--- src/rtl/irq_conditioner_pkg.sv ---
// Shared definitions for the interrupt conditioner and its consumers.
package irq_conditioner_pkg;

  // Interrupt bus width shared with coprocessor-0.
  localparam int NUM_IRQ_DEFAULT = 6;
  localparam int REG_W           = 32;

  typedef enum logic [1:0] {
    ADDR_MASK = 2'd0,
    ADDR_MODE = 2'd1,
    ADDR_POL  = 2'd2,
    ADDR_PEND = 2'd3
  } reg_addr_e;

endpackage

--- src/rtl/irq_conditioner_filter.sv ---
// Per-line synchroniser followed by a glitch filter: the filtered level only
// follows the synced input after FILTER_LEN consecutive disagreeing cycles.
module irq_filter #(
  parameter int SYNC_STAGES = 2,
  parameter int FILTER_LEN  = 3
) (
  input  logic clk,
  input  logic rst,
  input  logic raw_in,
  output logic filt_out
);

  localparam int CW = $clog2(FILTER_LEN + 1);

  logic [SYNC_STAGES-1:0] sync_q;
  logic [CW-1:0]          cnt_q, cnt_d;
  logic                   filt_q, filt_d;
  logic                   synced;

  assign synced   = sync_q[SYNC_STAGES-1];
  assign filt_out = filt_q;

  // Count disagreeing cycles; flip the level on the last one, clear on any agreement.
  always_comb begin
    cnt_d  = '0;
    filt_d = filt_q;
    if (synced != filt_q) begin
      if (cnt_q == CW'(FILTER_LEN - 1)) begin
        filt_d = ~filt_q;
      end else begin
        cnt_d = cnt_q + CW'(1);
      end
    end
  end

  // Synchroniser chain, counter and filtered level.
  always_ff @(posedge clk or posedge rst) begin
    if (rst) begin
      sync_q <= '0;
      cnt_q  <= '0;
      filt_q <= 1'b0;
    end else begin
      sync_q <= {sync_q[SYNC_STAGES-2:0], raw_in};
      cnt_q  <= cnt_d;
      filt_q <= filt_d;
    end
  end

endmodule

--- src/rtl/irq_conditioner.sv ---
// Interrupt conditioner: filters raw request pins, applies polarity, latches
// edge/level requests into PENDING and drives the masked, registered vector
// into coprocessor-0.
module irq_conditioner
  import irq_conditioner_pkg::*;
#(
  parameter int NUM_IRQ     = NUM_IRQ_DEFAULT,
  parameter int SYNC_STAGES = 2,
  parameter int FILTER_LEN  = 3
) (
  input  logic               clk,
  input  logic               rst,
  input  logic [NUM_IRQ-1:0] irq_raw,
  input  logic               we,
  input  logic [1:0]         addr,
  input  logic [REG_W-1:0]   wd,
  output logic [REG_W-1:0]   rd,
  output logic [NUM_IRQ-1:0] interrupt
);

  logic [NUM_IRQ-1:0] filt, active, edge_set, chg, w1c, wr_data;
  logic [NUM_IRQ-1:0] mask_q, mask_d, mode_q, mode_d, pol_q, pol_d;
  logic [NUM_IRQ-1:0] pend_q, pend_d, actq_q, actq_d, int_q;
  reg_addr_e          addr_e;

  assign addr_e  = reg_addr_e'(addr);
  assign wr_data = wd[NUM_IRQ-1:0];

  generate
    for (genvar g = 0; g < NUM_IRQ; g++) begin : g_line
      irq_filter #(
        .SYNC_STAGES(SYNC_STAGES),
        .FILTER_LEN (FILTER_LEN)
      ) u_filter (
        .clk     (clk),
        .rst     (rst),
        .raw_in  (irq_raw[g]),
        .filt_out(filt[g])
      );
    end
    if (NUM_IRQ < REG_W) begin : g_wd_upper
      logic unused_wd;
      assign unused_wd = ^wd[REG_W-1:NUM_IRQ];
    end
  endgenerate

  assign active   = filt ^ pol_q;
  assign edge_set = active & ~actq_q;

  // Register-file write decode.
  always_comb begin
    mask_d = mask_q;
    mode_d = mode_q;
    pol_d  = pol_q;
    w1c    = '0;
    if (we) begin
      case (addr_e)
        ADDR_MASK: mask_d = wr_data;
        ADDR_MODE: mode_d = wr_data;
        ADDR_POL:  pol_d  = wr_data;
        ADDR_PEND: w1c    = wr_data;
        default:   ;
      endcase
    end
  end

  // Pending and edge history; a MODE/POL change restarts the line from the
  // new active value so the reconfiguration itself never looks like an edge.
  always_comb begin
    chg    = (mode_d ^ mode_q) | (pol_d ^ pol_q);
    pend_d = (mode_q & (edge_set | (pend_q & ~w1c))) | (~mode_q & active);
    pend_d = pend_d & ~chg;
    actq_d = (active & ~chg) | ((filt ^ pol_d) & chg);
  end

  // Configuration, pending state and the output register.
  always_ff @(posedge clk or posedge rst) begin
    if (rst) begin
      mask_q <= '0;
      mode_q <= '0;
      pol_q  <= '0;
      pend_q <= '0;
      actq_q <= '0;
      int_q  <= '0;
    end else begin
      mask_q <= mask_d;
      mode_q <= mode_d;
      pol_q  <= pol_d;
      pend_q <= pend_d;
      actq_q <= actq_d;
      int_q  <= pend_q & mask_q;
    end
  end

  assign interrupt = int_q;

  // Combinational, zero-extended read-back.
  always_comb begin
    rd = '0;
    case (addr_e)
      ADDR_MASK: rd[NUM_IRQ-1:0] = mask_q;
      ADDR_MODE: rd[NUM_IRQ-1:0] = mode_q;
      ADDR_POL:  rd[NUM_IRQ-1:0] = pol_q;
      ADDR_PEND: rd[NUM_IRQ-1:0] = pend_q;
      default:   ;
    endcase
  end

endmodule

--- config.mk ---
export PLATFORM = sky130hd
export DESIGN_NAME = irq_conditioner
export DESIGN_NICKNAME = d
export VERILOG_FILES = /design/src/rtl/irq_conditioner_pkg.sv /design/src/rtl/irq_conditioner_filter.sv /design/src/rtl/irq_conditioner.sv
export SDC_FILE = /design/constraint.sdc
export NUM_CORES = 1
export LEC_CHECK = 0
export CAP_MARGIN = 20
export CELL_PAD_IN_SITES_DETAIL_PLACEMENT = 1
export CELL_PAD_IN_SITES_GLOBAL_PLACEMENT = 1
export CORE_MARGIN = 1.5
export CORE_UTILIZATION = 34
export DETAILED_ROUTE_END_ITERATION = 12
export PLACE_DENSITY_LB_ADDON = 0.1
export SYNTH_ARGS = -nofsm -noshare
export SYNTH_HDL_FRONTEND = slang
export SYNTH_SLANG_ARGS = --single-unit
--- constraint.sdc ---
create_clock -name clk -period 2.2 [get_ports clk]
set_clock_uncertainty 0.1 [all_clocks]
set_input_delay 0.33 -clock clk [delete_from_list [all_inputs] [get_ports clk]]
set_output_delay 0.33 -clock clk [all_outputs]
set_load 0.02 [all_outputs]
==> reports/summary.md, run 1 <==
* **outcome** finished clean
* **worst slack after detailed placement** -0.317 ns
* **total wirelength of the detailed-routed design** 5.37 mm
* **met3 Resource Use GR** 3.13%
* **number of warnings printed during yosys synthesis** 0
* **top-area cell type share of the netlist area** 55.7%
* **Clock Tree Buf Depth** 2
* **1st-iter DRT viols** 39
* **crit path time final** 2.12 ns
* **Register-to-Register Setup Slack** 1.06 ns
* **number of enable flip-flop cells after synthesis** 0
* **power density normalized to cell area** 1110 mW/mm²
* **Critical Path Sink** rd[5]
* **Highest Clock Rate** 0.471 GHz
* **arrival time at the worst endpoint** 1.69 ns
* **per-cell routed wire length** 14.1 µm
* **Seq cells post-synth** 66
* **leakage power** 1.58 nW
* **Tcrit/Tclk final** 96.5%
* **Finished Core Util** 42.6%
* **vias post-DR** 1755
* **clk_lat worst skew** 0.34 ns
* **number of hold buffers added after cts** 0
* **total number of placement rows** 33
* **number of distinct library cells after synthesis** 26
* **Crit path required time** 1.77 ns
* **count of final max-slew check failures** 0
* **height of the die** 96.4 µm
* **peak supply drop** 358 µV
* **TritonCTS clock tree** done
* **biggest area consumer among synthesized cells** sky130_fd_sc_hd__dfrtp_1
* **vias in the first global route** 1863
* **share of cells above drive strength 1** 24.3%
* **worst reg2reg path endpoint** pend_q[2]
* **met2 GRT Util** 21.4%
* **number of setup violations in the final report** 0
* **Die Wd** 96.4 µm
* **clock-pin slew on the worst setup and hold paths** 0.07 ns
* **synthesized area** 0.00297 mm²
* **relative area change from synthesis to final layout** 19.7%
* **IO buf count** 28
* **first-pass GRT wire length** 9.16 mm
* **most frequent cells after synthesis** 66 x sky130_fd_sc_hd__dfrtp_1, 27 x sky130_fd_sc_hd__buf_4, 24 x sky130_fd_sc_hd__nand2_1
* **largest net degree at the start of global routing** 46
* **hold slack final** 0.194 ns
* **maxcap violations** 0
* **R2R depth** 3
* **Crit Path Class** in2out
* **power consumption** 3.93 mW
* **fraction of registers with async set/reset** 100%
* **total gr overflow** 0
* **initial standard-cell utilization of the core** 35.6%
* **number of cells produced by synthesis** 225
* **Hold Crit Class** in2async
* **Post-DP HPWL** 3.73 mm
* **post-synthesis average cell area** 13.2 µm²
* **met1 usage** 16.8%
* **reg-to-reg critical path startpoint** g_line[2].u_filter.filt_out
* **number of clock buffers inserted by TritonCTS** 9
* **placeable core region** 0.00834 mm²
* **setup repair after global routing missed its margin** false
* **PnR worst setup slack** 0.0772 ns
* **most frequent cell after synthesis** sky130_fd_sc_hd__dfrtp_1
* **Die ar.** 0.00929 mm²
* **I/O pin count** 81
* **remaining antenna violation count** 0
* **startpoint of the worst setup timing path** addr[1]
* **ANT cells** 0
* **crit path max fanout** 8
* **final count of hold timing violations** 0
* **sink count of the clock tree** 66
* **layout net count** 314
* **Most Crowded Layer GR** met2
* **all-layer global routing usage** 13.5%
* **GPL Wtd Cong** 0.770
* **Most used DFF post-synth** sky130_fd_sc_hd__dfrtp_1
* **launching element type of the critical path** primary input
* **number of vias per cell** 4.61
* **initial antenna violation count** 0
* **remaining routing DRC violations** 0
* **first drt pass iteration count** 4
* **largest cells by area after synthesis** sky130_fd_sc_hd__dfrtp_1 56%, sky130_fd_sc_hd__buf_4 6.8%, sky130_fd_sc_hd__xor2_1 5.9%
* **endpoint class of the critical path** output port
* **Clock Tree Root** sky130_fd_sc_hd__clkbuf_8
* **H-tree levels** 3
* **share of the yosys chip area belonging to registers** 55.7%
-- worst min-delay path by stage --
stage / startpoint / to / slack (ns) / cells after the start
after floorplan: g_line[0].u_filter.sync_q[0] / g_line[0].u_filter.sync_q[1] / 0.23 / 0
after global placement: g_line[1].u_filter.sync_q[0] / g_line[1].u_filter.sync_q[1] / 0.23 / 0
after detailed placement: g_line[1].u_filter.sync_q[0] / g_line[1].u_filter.sync_q[1] / 0.24 / 0
after CTS: rst / interrupt[2] / 0.20 / 2
after global routing: rst / interrupt[2] / 0.23 / 2
final: rst / interrupt[2] / 0.19 / 2
-- state kept, by name (all words and copies together) (netlist names) --
register	count
pol_q	6
g_line.u_filter.cnt_q	12
g_line.u_filter.filt_out	6
mask_q	6
pend_q	6
interrupt	6
mode_q	6
g_line.u_filter.sync_q	12
actq_q	6
-- cell type report --
| class | instances | area [µm²] |
|---|---|---|
| Tap cell | 105 | 131 |
| Fill cell | 895 | 4790 |
| Clock inverter | 6 | 66.3 |
| Clock buffer | 10 | 138 |
| Multi-Input combinational cell | 150 | 1170 |
| Inverter | 1 | 3.75 |
| Sequential cell | 66 | 1650 |
| Timing Repair Buffer | 43 | 393 |
-- placed cells by master, fill, tap and decap left out, drive strengths merged --
cell type      instances
a32oi                  6
nor3                   6
buf                   20
clkbuf                10
nor2b                  3
and2                   6
nand2                 24
inv                    1
clkdlybuf4s15          1
dfrtp                 66
mux4                   6
xnor2                  6
nand4                  6
bufinv                 1
clkinvlp               3
nor3b                  7
mux2                  18
nand3b                 1
a221oi                 6
and3b                  2
nand2b                 3
clkdlybuf4s50         22
clkinv                 2
conb                  26
xor2                  24
-- cell families after synthesis --
group	share of synthesized area, %
AOI/OAI and AO/OA	3.54
xor gates and xnor gates	9.87
buffers and inverters	8.10
DFF	55.7
muxes	11.9
other	0.126
and+or+nand+nor	10.8
-- power breakdown --
group	leakage (nW)	internal, mW	switching (mW)
combinational	0.676	0.566	0.450
sequential	0.806	1.58	0.300
clock	0.0945	0.553	0.477
total	1.58	2.70	1.23
-- critical path, cell delays in order --
cell and delay (ns):
sky130_fd_sc_hd__clkdlybuf4s50_1 0.51, sky130_fd_sc_hd__buf_12 0.15, sky130_fd_sc_hd__buf_4 0.13, sky130_fd_sc_hd__mux4_2 0.28, sky130_fd_sc_hd__clkdlybuf4s15_1 0.29
-- layer usage --
| layer | share of wire, % | vias up |
|---|---|---|
| li1 | - | 810 |
| met1 | 47 | 890 |
| met2 | 46 | 43 |
| met3 | 4.2 | 12 |
| met4 | 2.3 | 0 |
| met5 | 0 | - |
-- stage by stage --
stage | cells | cell area, µm² | setup TNS, ns
2_1_floorplan | 250 | 3060 | 0
3_3_place_gp | 365 | 3370 | -1.79
3_5_place_dp | 365 | 3370 | -1.78
4_1_cts | 381 | 3560 | 0
5_1_grt | 381 | 3550 | 0
6_report | 381 | 3550 | 0
-- timing repair --
| action | CTS | global route |
|---|---|---|
| endpoints found under the hold margin | 0 | 0 |
| resized for setup | 20 | 2 |
| setup endpoints to repair | 6 | 2 |
| setup buffers | 0 | 0 |
No activity file was read; power rests on OpenSTA's default activity.
==> inputs of run 2 (changes only) <==
--- a/config.mk
+++ b/config.mk
@@ -9,6 +9,7 @@
 export CELL_PAD_IN_SITES_DETAIL_PLACEMENT = 1
 export CELL_PAD_IN_SITES_GLOBAL_PLACEMENT = 1
-export CORE_MARGIN = 1.5
-export CORE_UTILIZATION = 34
+export CORE_MARGIN = 2
+export CORE_UTILIZATION = 36
+export CTS_BUF_LIST = sky130_fd_sc_hd__clkbuf_2 sky130_fd_sc_hd__clkbuf_4 sky130_fd_sc_hd__clkbuf_8
 export DETAILED_ROUTE_END_ITERATION = 12
 export PLACE_DENSITY_LB_ADDON = 0.1
==> constraint.sdc (replaced) <==
create_clock -name clk -period 2.2 [get_ports clk]
set_clock_uncertainty 0.1 [all_clocks]
set_input_delay 0.33 -clock clk [delete_from_list [all_inputs] [get_ports clk]]
set_output_delay 0.33 -clock clk [all_outputs]
set_load 0.05 [all_outputs]
==> reports/summary.md, run 2 (synthesis gave the netlist of run 1 again) <==
* **number of gates resized after cts** 0, was 20
* **layout net count** 312, was 314
* **Crit Path Class** in2out, unchanged
* **slowest stage delay, CP** 0.53 ns, was 0.51 ns
* **placeable core region** 0.00809 mm², was 0.00834 mm²
* **crit path time final** 2.17 ns, was 2.12 ns
* **final count of hold timing violations** 0, unchanged
* **Slowest-stage cell, CP** sky130_fd_sc_hd__mux4_2, was sky130_fd_sc_hd__clkdlybuf4s50_1
* **Post-DP HPWL** 3.68 mm, was 3.73 mm
* **total negative setup slack** 0 ns, unchanged
* **buffers plus inverters on the worst setup path** 3, was 4
* **ANT cells** 0, unchanged
* **endpoint class of the critical path** output port, unchanged
* **first-pass GRT wire length** 8.94 mm, was 9.16 mm
* **Tcrit/Tclk final** 98.5%, was 96.5%
* **setup repair after global routing missed its margin** false, unchanged
* **number of vias per cell** 4.63, was 4.61
* **TritonCTS clock tree** done, unchanged
* **largest net degree at the start of global routing** 26, was 46
* **total gr overflow** 0, unchanged
* **Net Switching** 1.40 mW, was 1.23 mW
* **outcome** finished clean, unchanged
* **remaining antenna violation count** 0, unchanged
* **total number of placement rows** 33, unchanged
* **PnR worst setup slack** 0.0332 ns, was 0.0772 ns
* **I/O pin count** 81, unchanged
* **cell-internal power** 2.74 mW, was 2.70 mW
* **CP delay by family, top** buffers and inverters, unchanged
* **Highest Clock Rate** 0.462 GHz, was 0.471 GHz
* **height of the die** 94.8 µm, was 96.4 µm
* **number of clock buffers inserted by TritonCTS** 9, unchanged
* **Hold Crit Class** in2async, unchanged
* **top library cells by usage in the layout, fill and taps aside** 66 x sky130_fd_sc_hd__dfrtp_1, 26 x sky130_fd_sc_hd__conb_1, 24 x sky130_fd_sc_hd__nand2_1, 22 x sky130_fd_sc_hd__clkdlybuf4s50_1, 20 x sky130_fd_sc_hd__xor2_1, unchanged
* **most common library cell in the layout ignoring fill and taps** sky130_fd_sc_hd__dfrtp_1, unchanged
* **Die ar.** 0.00898 mm², was 0.00929 mm²
* **power density normalized to cell area** 1170 mW/mm², was 1110 mW/mm²
* **H-tree levels** 3, unchanged
* **total wirelength of the detailed-routed design** 5.29 mm, was 5.37 mm
* **post-route cell area** 0.00355 mm², about the same
* **initial standard-cell utilization of the core** 36.6%, was 35.6%
* **placed cell areas** 0.00333 mm², was 0.00337 mm²
* **GPL Wtd Cong** 0.738, was 0.770
* **remaining routing DRC violations** 0, unchanged
* **switching power share of the total** 33.9%, was 31.2%
* **arrival time at the worst endpoint** 1.74 ns, was 1.69 ns
* **peak supply drop** 381 µV, was 358 µV
* **number of setup violations in the final report** 0, unchanged
* **clk_lat worst skew** 0.33 ns, was 0.34 ns
* **per-cell routed wire length** 14.0 µm, was 14.1 µm
* **share of cells above drive strength 1** 23.8%, was 24.3%
* **Flop pwr share** 45.5%, was 47.9%
* **combinational share of power** 30.4%, was 25.9%
* **first drt pass iteration count** 4, unchanged
* **maxcap violations** 0, unchanged
* **worst slack after detailed placement** 0.0193 ns, was -0.317 ns
* **1st-iter DRT viols** 42, was 39
* **Crit path required time** 1.77 ns, about the same
* **clock-pin slew on the worst setup and hold paths** 0.06 ns, was 0.07 ns
* **critical path, cell by cell** clkdlybuf4s50_1 > buf_12 > mux4_2 > buf_4, was clkdlybuf4s50_1 > buf_12 > buf_4 > mux4_2 > clkdlybuf4s15_1
* **proportion of power drawn by the clock network** 24.1%, was 26.2%
* **Clock Tree Buf Depth** 2, unchanged
* **vias in the first global route** 1790, was 1863
* **top flop regs** g_line.u_filter.cnt_q x12, g_line.u_filter.sync_q x12, unchanged
* **Clock Tree Root** sky130_fd_sc_hd__clkbuf_8, unchanged
* **sink count of the clock tree** 66, unchanged
* **all-layer global routing usage** 13.4%, was 13.5%
* **vias post-DR** 1751, was 1755
* **leakage power** 1.58 nW, about the same
* **IO buf count** 28, unchanged
* **initial antenna violation count** 0, unchanged
* **Die Wd** 94.8 µm, was 96.4 µm
* **launching element type of the critical path** primary input, unchanged
* **relative area change from synthesis to final layout** 19.6%, was 19.7%
* **crit path max fanout** 13, was 8
* **hold slack final** 0.249 ns, was 0.194 ns
* **count of final max-slew check failures** 0, unchanged
## run 2: cell count changes in the layout (fill, tap and decap cells not counted)
cell / previous run / this run
sky130_fd_sc_hd__clkinv_2: 1 / 2
sky130_fd_sc_hd__clkinvlp_4: 3 / 0
sky130_fd_sc_hd__clkinv_4: 1 / 0
sky130_fd_sc_hd__buf_12: 2 / 3
sky130_fd_sc_hd__clkdlybuf4s15_1: 1 / 0
sky130_fd_sc_hd__buf_4: 13 / 16
sky130_fd_sc_hd__clkbuf_4: 0 / 2
sky130_fd_sc_hd__buf_2: 5 / 0
## run 2: power groups by stage
stage	Sequential, mW	Combinational, mW	Clock (mW)
after floorplan	1.96	0.908	0
after global placement	1.90	1.25	0
after detailed placement	1.91	1.27	0
after CTS	1.89	1.27	1.05
after global routing	1.95	1.38	1.10
final	1.88	1.26	0.999
## run 2: layer usage
layer  track usage, %  up-vias  wire (µm)
met2             20.6       44       2550
li1                 -      808          -
met1             17.4      892       2430
met3             4.07        7        224
met4             5.80        0         88
met5                0        -          0
## run 2: worst paths after layout
path                                                endpoint  slack, ns  cells after the start                    startpoint
worst max-delay path                                   rd[3]       0.03                      4                       addr[1]
worst min-delay path            g_line[3].u_filter.sync_q[0]       0.25                      2                           rst
worst max register to register                     pend_q[3]       1.01                      3   g_line[3].u_filter.filt_out
worst min register to register  g_line[3].u_filter.sync_q[1]       0.25                      0  g_line[3].u_filter.sync_q[0]
max in group asynchronous                       interrupt[4]       1.25                      3                           rst
min in group clk                g_line[3].u_filter.sync_q[1]       0.25                      0  g_line[3].u_filter.sync_q[0]
## run 2: through the flow
stage               instances  power (mW)  util [%]
finish                    378        4.14      43.8
global route              378        4.43      43.8
CTS                       375        4.21      43.6
detailed placement        360        3.18      41.2
global placement          360        3.14      41.2
floorplan                 250        2.86         -
## run 2: area by class of cell
cell class	instances	area, µm²
Inverter	1	3.75
Clock inverter	3	40.0
Multi-Input combinational cell	150	1170
Fill cell	864	4550
Sequential cell	66	1650
Clock buffer	12	153
Timing Repair Buffer	41	400
Tap cell	105	131
## run 2: timing repair
action | in CTS | in global routing
endpoints found under the setup margin | 0 | 1
hold buffers | 0 | 0
setup buffers | 0 | 3
## run 2: worst register-to-register path, cell delays in order, from the launching register on
cell and delay [ns]:
sky130_fd_sc_hd__dfrtp_1 0.46, sky130_fd_sc_hd__xor2_1 0.16, sky130_fd_sc_hd__a32oi_1 0.07, sky130_fd_sc_hd__a221oi_1 0.27
